### config.mk
export PLATFORM = sky130hd
export DESIGN_NAME = instr_encoder_loader
export DESIGN_NICKNAME = d
export VERILOG_FILES = /design/src/rtl/instr_encoder_loader_pkg.sv /design/src/rtl/instr_encoder_loader_enc_fifo.sv /design/src/rtl/instr_encoder_loader.sv
export SDC_FILE = /design/constraint.sdc
export NUM_CORES = 1
export LEC_CHECK = 0
export ABC_AREA = 1
export BUFFER_PORTS_ARGS = -buffer_cell sky130_fd_sc_hd__buf_4
export CORE_MARGIN = 2
export CORE_UTILIZATION = 55
export CTS_CLUSTER_DIAMETER = 120
export DETAILED_ROUTE_END_ITERATION = 8
export PLACE_DENSITY_LB_ADDON = 0.05
export SYNTH_ARGS = -nofsm -noshare
export SYNTH_HDL_FRONTEND = slang
export SYNTH_SLANG_ARGS = --single-unit
### constraint.sdc
create_clock -name clk_i -period 2.4 [get_ports clk_i]
set_input_delay 0.6 -clock clk_i [delete_from_list [all_inputs] [get_ports clk_i]]
set_output_delay 0.6 -clock clk_i [all_outputs]
set_load 0.005 [all_outputs]
### src/rtl/instr_encoder_loader_pkg.sv
// Shared ISA definitions for the instruction encoder/loader: op classes, opcodes,
// loader states and the field-to-word packing function.
package instr_encoder_loader_pkg;

    typedef enum logic [3:0] {
        OP_R_TYPE = 4'd0,
        OP_ADDI   = 4'd1,
        OP_SLTIU  = 4'd2,
        OP_BEQ    = 4'd3,
        OP_LUI    = 4'd4,
        OP_ORI    = 4'd5,
        OP_BNE    = 4'd6,
        OP_LW     = 4'd7,
        OP_SW     = 4'd8,
        OP_BLT    = 4'd9,
        OP_BGT    = 4'd10,
        OP_JRS    = 4'd11,
        OP_J      = 4'd12,
        OP_JAL    = 4'd13
    } op_sel_e;

    localparam logic [5:0] OPC_SPECIAL = 6'h00;
    localparam logic [5:0] OPC_J       = 6'h02;
    localparam logic [5:0] OPC_JAL     = 6'h03;
    localparam logic [5:0] OPC_BEQ     = 6'h04;
    localparam logic [5:0] OPC_BNE     = 6'h05;
    localparam logic [5:0] OPC_ADDI    = 6'h08;
    localparam logic [5:0] OPC_SLTIU   = 6'h0B;
    localparam logic [5:0] OPC_ORI     = 6'h0D;
    localparam logic [5:0] OPC_LUI     = 6'h0F;
    localparam logic [5:0] OPC_LW      = 6'h23;
    localparam logic [5:0] OPC_SW      = 6'h2B;
    localparam logic [5:0] FUNCT_JR    = 6'h08;

    typedef enum logic [1:0] {
        ST_IDLE  = 2'd0,
        ST_LOAD  = 2'd1,
        ST_DRAIN = 2'd2
    } load_state_e;

    typedef struct packed {
        logic        legal;
        logic [31:0] word;
    } enc_result_t;

    function automatic enc_result_t encode_instr(
        input logic [3:0]  op_sel,
        input logic [4:0]  rs,
        input logic [4:0]  rt,
        input logic [4:0]  rd,
        input logic [4:0]  shamt,
        input logic [5:0]  funct,
        input logic [15:0] imm,
        input logic [25:0] target
    );
        enc_result_t r;
        r.legal = 1'b1;
        r.word  = '0;
        case (op_sel)
            OP_R_TYPE: r.word = {OPC_SPECIAL, rs, rt, rd, shamt, funct};
            OP_ADDI:   r.word = {OPC_ADDI, rs, rt, imm};
            OP_SLTIU:  r.word = {OPC_SLTIU, rs, rt, imm};
            OP_BEQ:    r.word = {OPC_BEQ, rs, rt, imm};
            OP_LUI:    r.word = {OPC_LUI, 5'd0, rt, imm};
            OP_ORI:    r.word = {OPC_ORI, rs, rt, imm};
            OP_BNE:    r.word = {OPC_BNE, rs, rt, imm};
            OP_LW:     r.word = {OPC_LW, rs, rt, imm};
            OP_SW:     r.word = {OPC_SW, rs, rt, imm};
            OP_JRS:    r.word = {OPC_SPECIAL, rs, 15'd0, FUNCT_JR};
            OP_J:      r.word = {OPC_J, target};
            OP_JAL:    r.word = {OPC_JAL, target};
            // BLT/BGT have no native MIPS encoding; they and codes 14/15 are rejected
            default:   r.legal = 1'b0;
        endcase
        return r;
    endfunction

endpackage

### src/rtl/instr_encoder_loader_enc_fifo.sv
// Small synchronous FIFO holding encoded words; the head entry comes straight
// from a storage register so the memory port sees a glitch-free word.
module enc_fifo #(
    parameter int DEPTH = 4,
    parameter int WIDTH = 32
) (
    input  logic             clk_i,
    input  logic             rst_n,
    input  logic             push_i,
    input  logic [WIDTH-1:0] data_i,
    input  logic             pop_i,
    output logic [WIDTH-1:0] head_o,
    output logic             full_o,
    output logic             empty_o
);
    localparam int PTR_W = $clog2(DEPTH);

    logic [PTR_W:0]   wr_ptr_q, wr_ptr_d;
    logic [PTR_W:0]   rd_ptr_q, rd_ptr_d;
    logic [WIDTH-1:0] slot_q [DEPTH];
    logic [DEPTH-1:0] slot_we;
    logic             do_push;
    logic             do_pop;

    // Extra pointer bit distinguishes full from empty when the indices match
    assign full_o  = (wr_ptr_q[PTR_W] != rd_ptr_q[PTR_W]) &&
                     (wr_ptr_q[PTR_W-1:0] == rd_ptr_q[PTR_W-1:0]);
    assign empty_o = (wr_ptr_q == rd_ptr_q);
    assign do_push = push_i & ~full_o;
    assign do_pop  = pop_i & ~empty_o;

    assign wr_ptr_d = wr_ptr_q + {{PTR_W{1'b0}}, do_push};
    assign rd_ptr_d = rd_ptr_q + {{PTR_W{1'b0}}, do_pop};

    for (genvar gi = 0; gi < DEPTH; gi++) begin : g_slot_we
        assign slot_we[gi] = do_push && (wr_ptr_q[PTR_W-1:0] == PTR_W'(gi));
    end

    always_ff @(posedge clk_i or negedge rst_n) begin
        if (!rst_n) begin
            wr_ptr_q <= '0;
            rd_ptr_q <= '0;
            for (int i = 0; i < DEPTH; i++) begin
                slot_q[i] <= '0;
            end
        end else begin
            wr_ptr_q <= wr_ptr_d;
            rd_ptr_q <= rd_ptr_d;
            for (int i = 0; i < DEPTH; i++) begin
                if (slot_we[i]) begin
                    slot_q[i] <= data_i;
                end
            end
        end
    end

    assign head_o = slot_q[rd_ptr_q[PTR_W-1:0]];

endmodule

### src/rtl/instr_encoder_loader.sv
// Packs instruction fields into MIPS words and streams them through a FIFO into
// instruction memory at consecutive word addresses, one load session at a time.
module instr_encoder_loader
    import instr_encoder_loader_pkg::*;
#(
    parameter int          DEPTH     = 4,
    parameter logic [31:0] BASE_ADDR = 32'h0000_0000,
    parameter int          MEM_WORDS = 256
) (
    input  logic        clk_i,
    input  logic        rst_n,
    input  logic        load_start_i,
    input  logic        load_end_i,
    input  logic        in_valid_i,
    output logic        in_ready_o,
    input  logic [3:0]  op_sel_i,
    input  logic [4:0]  rs_i,
    input  logic [4:0]  rt_i,
    input  logic [4:0]  rd_i,
    input  logic [4:0]  shamt_i,
    input  logic [5:0]  funct_i,
    input  logic [15:0] imm_i,
    input  logic [25:0] target_i,
    output logic        mem_we_o,
    input  logic        mem_wready_i,
    output logic [31:0] mem_addr_o,
    output logic [31:0] mem_data_o,
    output logic [15:0] instr_cnt_o,
    output logic        err_o,
    output logic        wrap_o,
    output logic        done_o
);
    localparam int              IDX_W    = (MEM_WORDS > 1) ? $clog2(MEM_WORDS) : 1;
    localparam logic [IDX_W-1:0] IDX_LAST = IDX_W'(MEM_WORDS - 1);

    load_state_e      state_q, state_d;
    logic [IDX_W-1:0] idx_q, idx_d;
    logic [15:0]      cnt_q, cnt_d;
    logic             wrap_q, wrap_d;
    logic             err_q, err_d;
    logic             done_q, done_d;

    enc_result_t      enc;
    logic             accept;
    logic             push;
    logic             wr_fire;
    logic             fifo_full;
    logic             fifo_empty;
    logic [31:0]      fifo_head;

    assign enc = encode_instr(op_sel_i, rs_i, rt_i, rd_i, shamt_i, funct_i, imm_i, target_i);

    // A pop in the same cycle does not open a slot for the producer
    assign in_ready_o = (state_q == ST_LOAD) & ~fifo_full;
    assign accept     = in_valid_i & in_ready_o;
    assign push       = accept & enc.legal;
    assign mem_we_o   = ~fifo_empty & (state_q != ST_IDLE);
    assign wr_fire    = mem_we_o & mem_wready_i;

    enc_fifo #(
        .DEPTH (DEPTH),
        .WIDTH (32)
    ) u_fifo (
        .clk_i   (clk_i),
        .rst_n   (rst_n),
        .push_i  (push),
        .data_i  (enc.word),
        .pop_i   (wr_fire),
        .head_o  (fifo_head),
        .full_o  (fifo_full),
        .empty_o (fifo_empty)
    );

    always_comb begin
        state_d = state_q;
        idx_d   = idx_q;
        cnt_d   = cnt_q;
        wrap_d  = wrap_q;
        err_d   = accept & ~enc.legal;
        done_d  = 1'b0;

        if (wr_fire) begin
            if (idx_q == IDX_LAST) begin
                idx_d  = '0;
                wrap_d = 1'b1;
            end else begin
                idx_d = idx_q + 1'b1;
            end
            if (cnt_q != 16'hFFFF) begin
                cnt_d = cnt_q + 16'd1;
            end
        end

        case (state_q)
            ST_IDLE: begin
                if (load_start_i) begin
                    state_d = ST_LOAD;
                    idx_d   = '0;
                    cnt_d   = '0;
                    wrap_d  = 1'b0;
                end
            end
            ST_LOAD: begin
                if (load_end_i) begin
                    state_d = ST_DRAIN;
                end
            end
            ST_DRAIN: begin
                if (fifo_empty) begin
                    state_d = ST_IDLE;
                    done_d  = 1'b1;
                end
            end
            default: state_d = ST_IDLE;
        endcase
    end

    always_ff @(posedge clk_i or negedge rst_n) begin
        if (!rst_n) begin
            state_q <= ST_IDLE;
            idx_q   <= '0;
            cnt_q   <= '0;
            wrap_q  <= 1'b0;
            err_q   <= 1'b0;
            done_q  <= 1'b0;
        end else begin
            state_q <= state_d;
            idx_q   <= idx_d;
            cnt_q   <= cnt_d;
            wrap_q  <= wrap_d;
            err_q   <= err_d;
            done_q  <= done_d;
        end
    end

    // Address and data are forced to zero whenever no write is requested
    assign mem_addr_o  = mem_we_o ? (BASE_ADDR + (32'(idx_q) << 2)) : 32'd0;
    assign mem_data_o  = mem_we_o ? fifo_head : 32'd0;
    assign instr_cnt_o = cnt_q;
    assign err_o       = err_q;
    assign wrap_o      = wrap_q;
    assign done_o      = done_q;

endmodule

-- After elaboration in Yosys (flattened, before gate mapping)
Cells that the tools add are included.
- latch bits: 0
- logic and storage cells: 89
- bits of input ports: 78
- output and inout bits: 85
- bits in writable memories: 0
- bits in read-only memories: 0
- memories kept: 0
- register bits: 163
- multiply operators: 0
- div/mod/pow operators: 0
- shift operators: 0
- add/subtract/negate cells: 4
- magnitude comparators: 1
- bitwise gates (word level): 12
- multiplexer cells: 25
- eq/ne operators: 24
- reduce and logical (&&, ||, !) cells: 11
- operator list (operator ; count):
    one-hot mux 32 bit (12 select lines) ; 1
    two-way mux 32 bit ; 3
    binary-select mux 32 bit (select 2 bit) ; 1
    two-way mux 16 bit ; 4
    two-way mux 8 bit ; 4
    adder 16 x 1 -> 16 bit, second input constant ; 1
    == test 4 x 3 -> 1 bit, second input constant ; 4
    == test 4 bit, second input constant ; 4
    inequality test 16 bit, second input constant ; 1
    OR reduction 12 bit ; 1
    two-way mux 10 bit ; 1
    adder 8 x 1 -> 8 bit, second input constant ; 1
    AND 1 bit ; 8
    == test 4 x 2 -> 1 bit, second input constant ; 2
    == test 8 bit, second input constant ; 1
    two-way mux 1 bit ; 7
    adder 3 x 1 -> 3 bit ; 2
    == test 2 bit, second input constant ; 3
    two-way mux 2 bit ; 3
    one-hot mux 2 bit (3 select lines) ; 1
    logical AND 1 bit ; 5
    == test 2 x 1 -> 1 bit, second input constant ; 2
    == test 4 x 1 -> 1 bit, second input constant ; 1
    zero test 2 bit ; 2
    11 further kinds ; 14

-- Longest topological paths before layout
Gate-level depths: netlist (run 1).
- word-level depth: 8
- gate-level depth with buffers: 12
- depth with buffers taken out: 9

-- Cells and area by module
From an unflattened synthesis (run 1), not the netlist that was laid out.
- cells, all modules: 1253
- area, all modules: 9210.1 um^2
- modules (own cells, without submodules) (module ; instances ; cells an instance ; area an instance (um^2) ; seq. area each (um^2)):
    enc_fifo ; 1 ; 786 ; 6416.2 ; 3353.2
    instr_encoder_loader ; 1 ; 467 ; 2793.9 ; 725.7

-- Worst setup path after synthesis (run 1)
OpenSTA, ideal clock, no wires.
- path type: input port to flip-flop
- start: input op_sel_i[1]
- end: register u_fifo.wr_ptr_q[2]
- cell stages on the path: 11
- path buffers: 2
- arrival: 1926 ps
- library setup time: 123 ps
- path slack: 351 ps
- data required time: 2277 ps
- path through: nand2_1 -> clkinv_1 -> nand3_1 -> nand3_1 -> nor2_1 -> nor2_2 -> buf_4 -> buf_2 -> ha_1 -> ha_1 -> xor2_1
- longest elaborated chain between the ends: 6
- elaborated cells on any way between the ends: 17
- classes of those cells: add/sub: 1; eq/ne: 11; mux: 1; bitwise: 2; reduce/logical: 2
- RTL lines (item ; line ; text):
    from (decl) ; instr_encoder_loader.sv:16 ; input logic [3:0] op_sel_i,
    == test 4 bit, or another cell as far along ; instr_encoder_loader_pkg.sv:59 ; case (op_sel)
    OR reduction 12 bit (no source line) * ; -- ;
    two-way mux 1 bit * ; instr_encoder_loader_pkg.sv:59 ;
    AND 1 bit * ; instr_encoder_loader.sv:56 ; assign push = accept & enc.legal;
    AND 1 bit * ; instr_encoder_loader_enc_fifo.sv:29 ; assign do_push = push_i & ~full_o;
    adder 3 x 1 -> 3 bit * ; instr_encoder_loader_enc_fifo.sv:32 ; assign wr_ptr_d = wr_ptr_q + {{PTR_W{1'b0}}, do_push};
    net u_fifo.wr_ptr_d[2] ; instr_encoder_loader_enc_fifo.sv:18 ; logic [PTR_W:0] wr_ptr_q, wr_ptr_d;
    to (signal assigned) ; instr_encoder_loader_enc_fifo.sv:47 ; wr_ptr_q <= wr_ptr_d;
    to (decl) ; instr_encoder_loader_enc_fifo.sv:18 ;
The timed path passes the listed nets; every way through them passes the cells marked *.
A chain may end at the register's enable or synchronous reset.

-- Worst setup path after layout (run 1)
- start: register u_fifo.rd_ptr_q[0]
- end: output mem_data_o[28]
- longest elaborated chain between the ends: 5
- elaborated cells on any way between the ends: 8
- classes of those cells: eq/ne: 1; mux: 4; bitwise: 3
- RTL lines (item ; line ; text):
    from (decl) ; instr_encoder_loader_enc_fifo.sv:19 ; logic [PTR_W:0] rd_ptr_q, rd_ptr_d;
    from (signal assigned) ; instr_encoder_loader_enc_fifo.sv:48 ; rd_ptr_q <= rd_ptr_d;
    NOT 2 -> 3 bit (implied by the code) ; instr_encoder_loader_enc_fifo.sv:57 ; assign head_o = slot_q[rd_ptr_q[PTR_W-1:0]];
    binary-select mux 32 bit (select 2 bit) ; instr_encoder_loader_enc_fifo.sv:57 ;
    two-way mux 32 bit (implied by the code) (2 in series) ; instr_encoder_loader_enc_fifo.sv:57 ;
    two-way mux 32 bit * ; instr_encoder_loader.sv:138 ; assign mem_data_o = mem_we_o ? fifo_head : 32'd0;
    to (decl) ; instr_encoder_loader.sv:27 ; output logic [31:0] mem_data_o,
Mark *: on every way between the ends. The rest lies on a longest branch, timed or not. The select of a mux whose other input is x is not followed.

==> parameters.txt, run 1 <==
Parameter                              Value

Status
  Run status    finished, violations left
  Violations in the final reports    negative setup slack

Timing
  Endpoints failing hold    0
  Post-layout min period    2.42 ns
  Max Slew Vio Count    0
  Final setup violation count    2
  Relative max-transition margin    63.8%
  Transition time at the pin with the least slew margin    0.542 ns
  Final cycle utilization of the critical path    101%
  Unrepaired setup endpoints after global routing    yes
  Clock skew after layout    0.00711 ns
  Achievable frequency    413 MHz
  PnR worst setup slack    -0.0211 ns

Yosys
  Post-synthesis sequential area ratio    45.5%
  Post-synthesis cell area    8750 um^2
  Number of distinct library cells after synthesis    30
  Number of flops mapped to enable cells by yosys    0
  Cells taking the most area after synthesis    dfrtp_1 (45%), nand2_1 (18%), nand3_1 (9.5%)
  Async set-or-reset flop fraction in the synthesized netlist    100%
  Leading area contributor after synthesis    dfrtp_1
  Proportion of netlist area held by the largest area contributor    45.5%
  Instance count of the mapped netlist    1241
  Number of warnings issued by yosys    0
  Average cell area after synthesis    7.05 um^2
  Main flop type after synthesis    dfrtp_1
  FF+latch count, synth    159

Routing
  DRT iter0 DRCs    794
  Ratio of routed vias to standard cells    5.40
  Final antenna-violating net count    0
  Drt drc    0
  DR vias    8645
  Total Wirelength    24700 um
  Detailed Routing Iterations Pass 1    5
  Post-detailed-route wirelength per cell    15.4 um

Global routing
  Total overflow reported by the global router    0
  Maximum number of pins on one net before global-route repair    59
  Vias in the first global route    7843
  Number of antenna violations at the first check in global routing    0
  Overall routing resource usage    29.8%
  First-pass GRT wire length    39700 um

Die
  Number of standard-cell rows in the floorplan    46
  Die Ht    130 um
  Die area    16900 um^2
  Top-level I/O count    163
  Die span in x    130 um
  Area of the core    15700 um^2
  Initial standard-cell utilization of the core    55.7%

Flow run
  Max Cap Viol    0

Clock tree
  Number of buffers on the longest clock path    2
  Post-CTS Hold Buffers    0
  Maximum level of the CTS H-tree    4
  Reg clk slew, reported paths    0.06 ns
  Sink Count    159
  CTS tree    done
  TritonCTS buffer count    17
  Clock root buffer master    clkbuf_16
  Worst-Skew Late Latency    0.42 ns

Setup path
  Required time at the worst-slack endpoint    1.80 ns
  Category of the most critical setup path    flop to primary output
  Critical Path Fanout Max    44
  Crit path launch type    flop
  R2r setup slk    0.40 ns
  Worst EP arrival    1.82 ns
  CP endpoint kind    primary output

Power and ir drop
  Total power    0.0124 W
  Largest voltage drop on the vdd net    0.000820 V
  Leak    5.62 nW
  Cell Pwr Density    1160 nW/um^2

Placed design
  Port bufs    137
  Detailed Place HPWL    16300 um
  Pre-CTS WS    0.133 ns
  Final RePlAce weighted congestion    0.949

Final layout
  Number of filler instances in the final layout    1429
  Fraction of layout cells with a size suffix above 1    17.3%
  Layout overhead on the synthesized area    22.4%
  Number of nets in the layout    1457
  Ant diodes    0

Hold path
  Worst hold path type    input port to asynchronous set/reset pin
## synthesized netlist by cell type, types with 9 or more instances
cell,instances
buf_4,31
buf_1,9
buf_2,28
inv_1,44
nand4_1,9
nand3_1,167
dfrtp_1,159
clkbuf_1,29
nor2_1,178
nand2_1,422
o21ai_0,77
a21oi_1,46
## cells in the final DEF (no fill, tap or decap), types with 2 or more instances in the layout
master	n
nand2_1	421
nor2_1	175
buf_4	175
nand3_1	166
dfrtp_1	156
o21ai_0	77
inv_1	43
a21oi_1	40
conb_1	25
clkbuf_16	17
nand4_1	9
a21oi_2	6
xor2_1	6
ha_1	6
buf_12	6
clkinvlp_4	5
nor3_1	4
a22oi_1	4
nor2_2	4
nand3_2	4
buf_6	4
clkinv_1	3
or2_2	3
clkbuf_1	3
dfrtp_2	3
inv_2	2
clkinv_2	2
clkbuf_8	2
## where the power goes
| group | total, W | switching, W | internal (W) | leakage (nW) |
|---|---|---|---|---|
| registers | 0.00425 | 0.000597 | 0.00365 | 2.12 |
| logic | 0.00560 | 0.00340 | 0.00220 | 3.25 |
| clock network | 0.00257 | 0.00109 | 0.00148 | 0.255 |
## repair_timing
item | CTS | global route
resized for setup | 9 | 11
endpoints found under the setup margin | 40 | 40
pin swaps | 1 | 1
setup buffers | 2 | 2
cloned | 1 | 0
## through the flow
| stage | hold slack, ns | util, % | TNS (ns) | cells | area, um^2 |
|---|---|---|---|---|---|
| after global placement | 0.448 | 63.9 | 0 | 1565 | 10000 |
| after global routing | 0.0969 | 68.2 | -1.22 | 1601 | 10700 |
| after CTS | 0.0945 | 67.8 | 0 | 1599 | 10700 |
| after detailed placement | 0.453 | 63.9 | 0 | 1565 | 10000 |
| final | 0.0827 | 68.2 | -0.0236 | 1601 | 10700 |
| after floorplan | 0.304 | - | 0 | 1265 | 8840 |
## kinds of logic after synthesis
family                     count (synthesis)  synth area share [%]
adders and majority gates                  6                 0.858
xor gates and xnor gates                   8                 0.800
DFF                                      159                  45.5
other                                      1                0.0428
AOI/OAI and AO/OA                        132                  7.85
buffers and inverters                    145                  7.95
and+or+nand+nor                          790                  37.0
## cell type report
class / count / area [um^2] / area share (%)
clock buffer: 22 / 464 / 4.33
clock inverter: 9 / 86.3 / 0.806
inverter: 48 / 180 / 1.68
multi-input combinational: 961 / 4220 / 39.4
sequential: 159 / 3980 / 37.2
tap: 216 / 270 / 2.52
timing repair buffer: 186 / 1510 / 14.1
## worst max-delay path, cell delays in order (launching register included)
cell and delay [ns]:
dfrtp_2 0.47, inv_1 0.16, buf_12 0.24, o21ai_0 0.16, a21oi_1 0.21, buf_4 0.15
## final timing paths
kind,cells after the start,to,startpoint
worst min-delay path,1,instr_cnt_o[12]$_DFF_PN0_,rst_n
worst max-delay path,5,mem_data_o[28],u_fifo.rd_ptr_q[0]$_DFF_PN0_
worst min register to register,2,u_fifo.slot_q[85]$_DFFE_PN0P_,u_fifo.slot_q[85]$_DFFE_PN0P_
min in group clk_i,2,state_q[0]$_DFFE_PN0P_,load_end_i
max in group asynchronous,2,u_fifo.slot_q[93]$_DFFE_PN0P_,rst_n
worst max register to register,7,u_fifo.slot_q[68]$_DFFE_PN0P_,u_fifo.rd_ptr_q[0]$_DFF_PN0_
## layer usage
layer  vias up  wire length (um)  global-route usage (%)  part of all wire [%]
met5         -                 0                       0                     0
met2       337             11700                    48.5                    47
met4         0               386                    8.10                   1.6
met3        37              1620                    4.92                   6.6
met1      4076             11000                    41.7                    45
li1       4195                 -                       -                     -
## state kept, by name (all words and copies together) (netlist names)
| signal | flops |
|---|---|
| done_o | 1 |
| err_o | 1 |
| idx_q | 8 |
| instr_cnt_o | 16 |
| state_q | 2 |
| u_fifo.rd_ptr_q | 3 |
| u_fifo.slot_q | 124 |
| u_fifo.wr_ptr_q | 3 |
| wrap_o | 1 |
Power figures use the tool's default switching activity.
==> inputs of run 2 (changes only) <==
--- a/config.mk
+++ b/config.mk
@@ -12,6 +12,8 @@
 export CTS_CLUSTER_DIAMETER = 120
 export DETAILED_ROUTE_END_ITERATION = 8
 export PLACE_DENSITY_LB_ADDON = 0.05
+export REMOVE_ABC_BUFFERS = 1
+export SKIP_CTS_REPAIR_TIMING = 1
 export SYNTH_ARGS = -nofsm -noshare
 export SYNTH_HDL_FRONTEND = slang
 export SYNTH_SLANG_ARGS = --single-unit
==> run 2 against run 1 <==
  * The flow still finishes with violations (negative setup slack)
  * Combinational power is 7.7% higher
  * Utilization up 1.3 points
  * First-iteration DRC count shrank 11%
  * Clock power rose by 15%
  * Clock-buffer cell count up 1
  * Non-clock buffer count grew 3
  * Sequential power about the same
  * Largest cell class unchanged
  * Largest power group unchanged
  * Critical path depth increased by 1
==> parameters.txt, run 2 (synthesized netlist as in run 1, its figures left out) <==
Parameter                              Value

Die
  Initial standard-cell utilization of the core    55.7%
  Area of the core    15700 um^2
  Top-level I/O count    163
  Die area    16900 um^2
  Number of standard-cell rows in the floorplan    46
  Die Ht    130 um
  Die span in x    130 um

Timing
  Final cycle utilization of the critical path    102%
  Achievable frequency    409 MHz
  Unrepaired setup endpoints after global routing    yes
  Post-layout min period    2.45 ns
  Final setup violation count    29
  Relative max-transition margin    42.8%
  Transition time at the pin with the least slew margin    0.855 ns
  Clock skew after layout    0.00826 ns
  PnR worst setup slack    -0.0467 ns
  Endpoints failing hold    0
  Max Slew Vio Count    0

Global routing
  Maximum number of pins on one net before global-route repair    69
  Overall routing resource usage    29.6%
  First-pass GRT wire length    39500 um
  Vias in the first global route    7925
  Total overflow reported by the global router    0
  Number of antenna violations at the first check in global routing    0

Placed design
  Pre-CTS WS    0.206 ns
  Detailed Place HPWL    16000 um
  Count of placed standard cells including taps    1564
  Final RePlAce weighted congestion    0.835
  Port bufs    137

Routing
  Final antenna-violating net count    0
  Post-detailed-route wirelength per cell    16.0 um
  Detailed Routing Iterations Pass 1    6
  DR vias    8663
  Total Wirelength    25600 um
  Ratio of routed vias to standard cells    5.40
  DRT iter0 DRCs    704
  Drt drc    0

Clock tree
  Clock root buffer master    clkbuf_16
  Maximum level of the CTS H-tree    4
  Worst-Skew Late Latency    0.43 ns
  TritonCTS buffer count    17
  Number of buffers on the longest clock path    2
  CTS tree    done
  Reg clk slew, reported paths    0.06 ns
  Sink Count    159

Setup path
  Required time at the worst-slack endpoint    1.80 ns
  Category of the most critical setup path    flop to primary output
  Worst EP arrival    1.85 ns
  Crit path launch type    flop
  Critical Path Fanout Max    8
  CP endpoint kind    primary output

Final layout
  Most frequent standard cell in the layout excluding fill and tap cells    nand2_1
  Number of nets in the layout    1460
  Area of the multi-input gates    4280 um^2
  Commonest cells after routing, fill and taps aside    nand2_1 (421), nor2_1 (175), buf_4 (174), nand3_1 (166), dfrtp_1 (155)
  Number of flip-flops under the largest register name    124
  Fraction of layout cells with a size suffix above 1    18.4%
  Number of filler instances in the final layout    1399
  Ant diodes    0
  Number of cells in the finished layout apart from fillers    1605
  Most flops, register    u_fifo.slot_q
  Layout overhead on the synthesized area    24.8%
  Register cell area after layout    3980 um^2
  Core occupancy in the finished layout    69.5%

Flow run
  Max Cap Viol    0

Hold path
  Worst hold path type    input port to asynchronous set/reset pin

Power and ir drop
  Cell Pwr Density    1210 nW/um^2
  Leak    5.70 nW
  Largest voltage drop on the vdd net    0.000849 V

Status
  Run status    finished, violations left
  Violations in the final reports    negative setup slack
-- run 2: cell types whose count changed in the layout (fill, tap and decap cells not counted), sizes merged --
cell | previous run | this run
clkinv | 5 | 4
inv | 46 | 45
clkbuf | 22 | 25
clkinvlp | 5 | 4
bufinv | 1 | 4
buf | 186 | 187
-- run 2: layout make-up --
cell class,count,area share [%]
clock buffers,23,4.47
clock inverters,9,1.42
inverters,48,1.65
multi-input cells,961,39.2
flip-flops and latches,159,36.5
well taps,216,2.47
repair buffers,189,14.4
-- run 2: where the power goes --
part / internal (W) / switching (W)
logic: 0.00237 / 0.00366
registers: 0.00366 / 0.000604
clock network: 0.00185 / 0.00109
-- run 2: final timing paths --
check	start	to	slack [ns]	depth (start not counted)
setup / recovery	u_fifo.rd_ptr_q[0]$_DFF_PN0_	mem_data_o[31]	-0.05	6
hold / removal	rst_n	u_fifo.slot_q[51]$_DFFE_PN0P_	0.08	1
setup reg to reg	u_fifo.rd_ptr_q[0]$_DFF_PN0_	u_fifo.slot_q[97]$_DFFE_PN0P_	0.39	7
hold reg to reg	u_fifo.slot_q[7]$_DFFE_PN0P_	u_fifo.slot_q[7]$_DFFE_PN0P_	0.46	2
max in group asynchronous	rst_n	u_fifo.slot_q[124]$_DFFE_PN0P_	1.63	2
min in group clk_i	load_end_i	state_q[0]$_DFFE_PN0P_	0.35	2
-- run 2: layer usage --
layer  wire length, um  global-route usage, %
met2             12600                   50.8
met1             10400                   38.5
met3              2040                   4.88
met4               599                   9.74
met5                 0                      0
-- run 2: per-stage QoR --
step,hold slack [ns],power [W],instance area (um^2),TNS (ns)
floorplan,0.304,0.00702,8330,-463.17
global placement,0.448,0.00949,10100,0
detailed placement,0.453,0.00957,10100,0
CTS,0.0979,0.0125,10700,-3.31
global route,0.105,0.0141,10900,-3.80
finish,0.0797,0.0132,10900,-0.596
-- run 2: worst max-delay path: stages, from the launching register on --
cell and delay [ns]:
dfrtp_2 0.49, xnor2_2 0.17, nand3_2 0.12, nand2_4 0.12, clkbuf_16 0.20, a21oi_1 0.17
buf_4 0.14
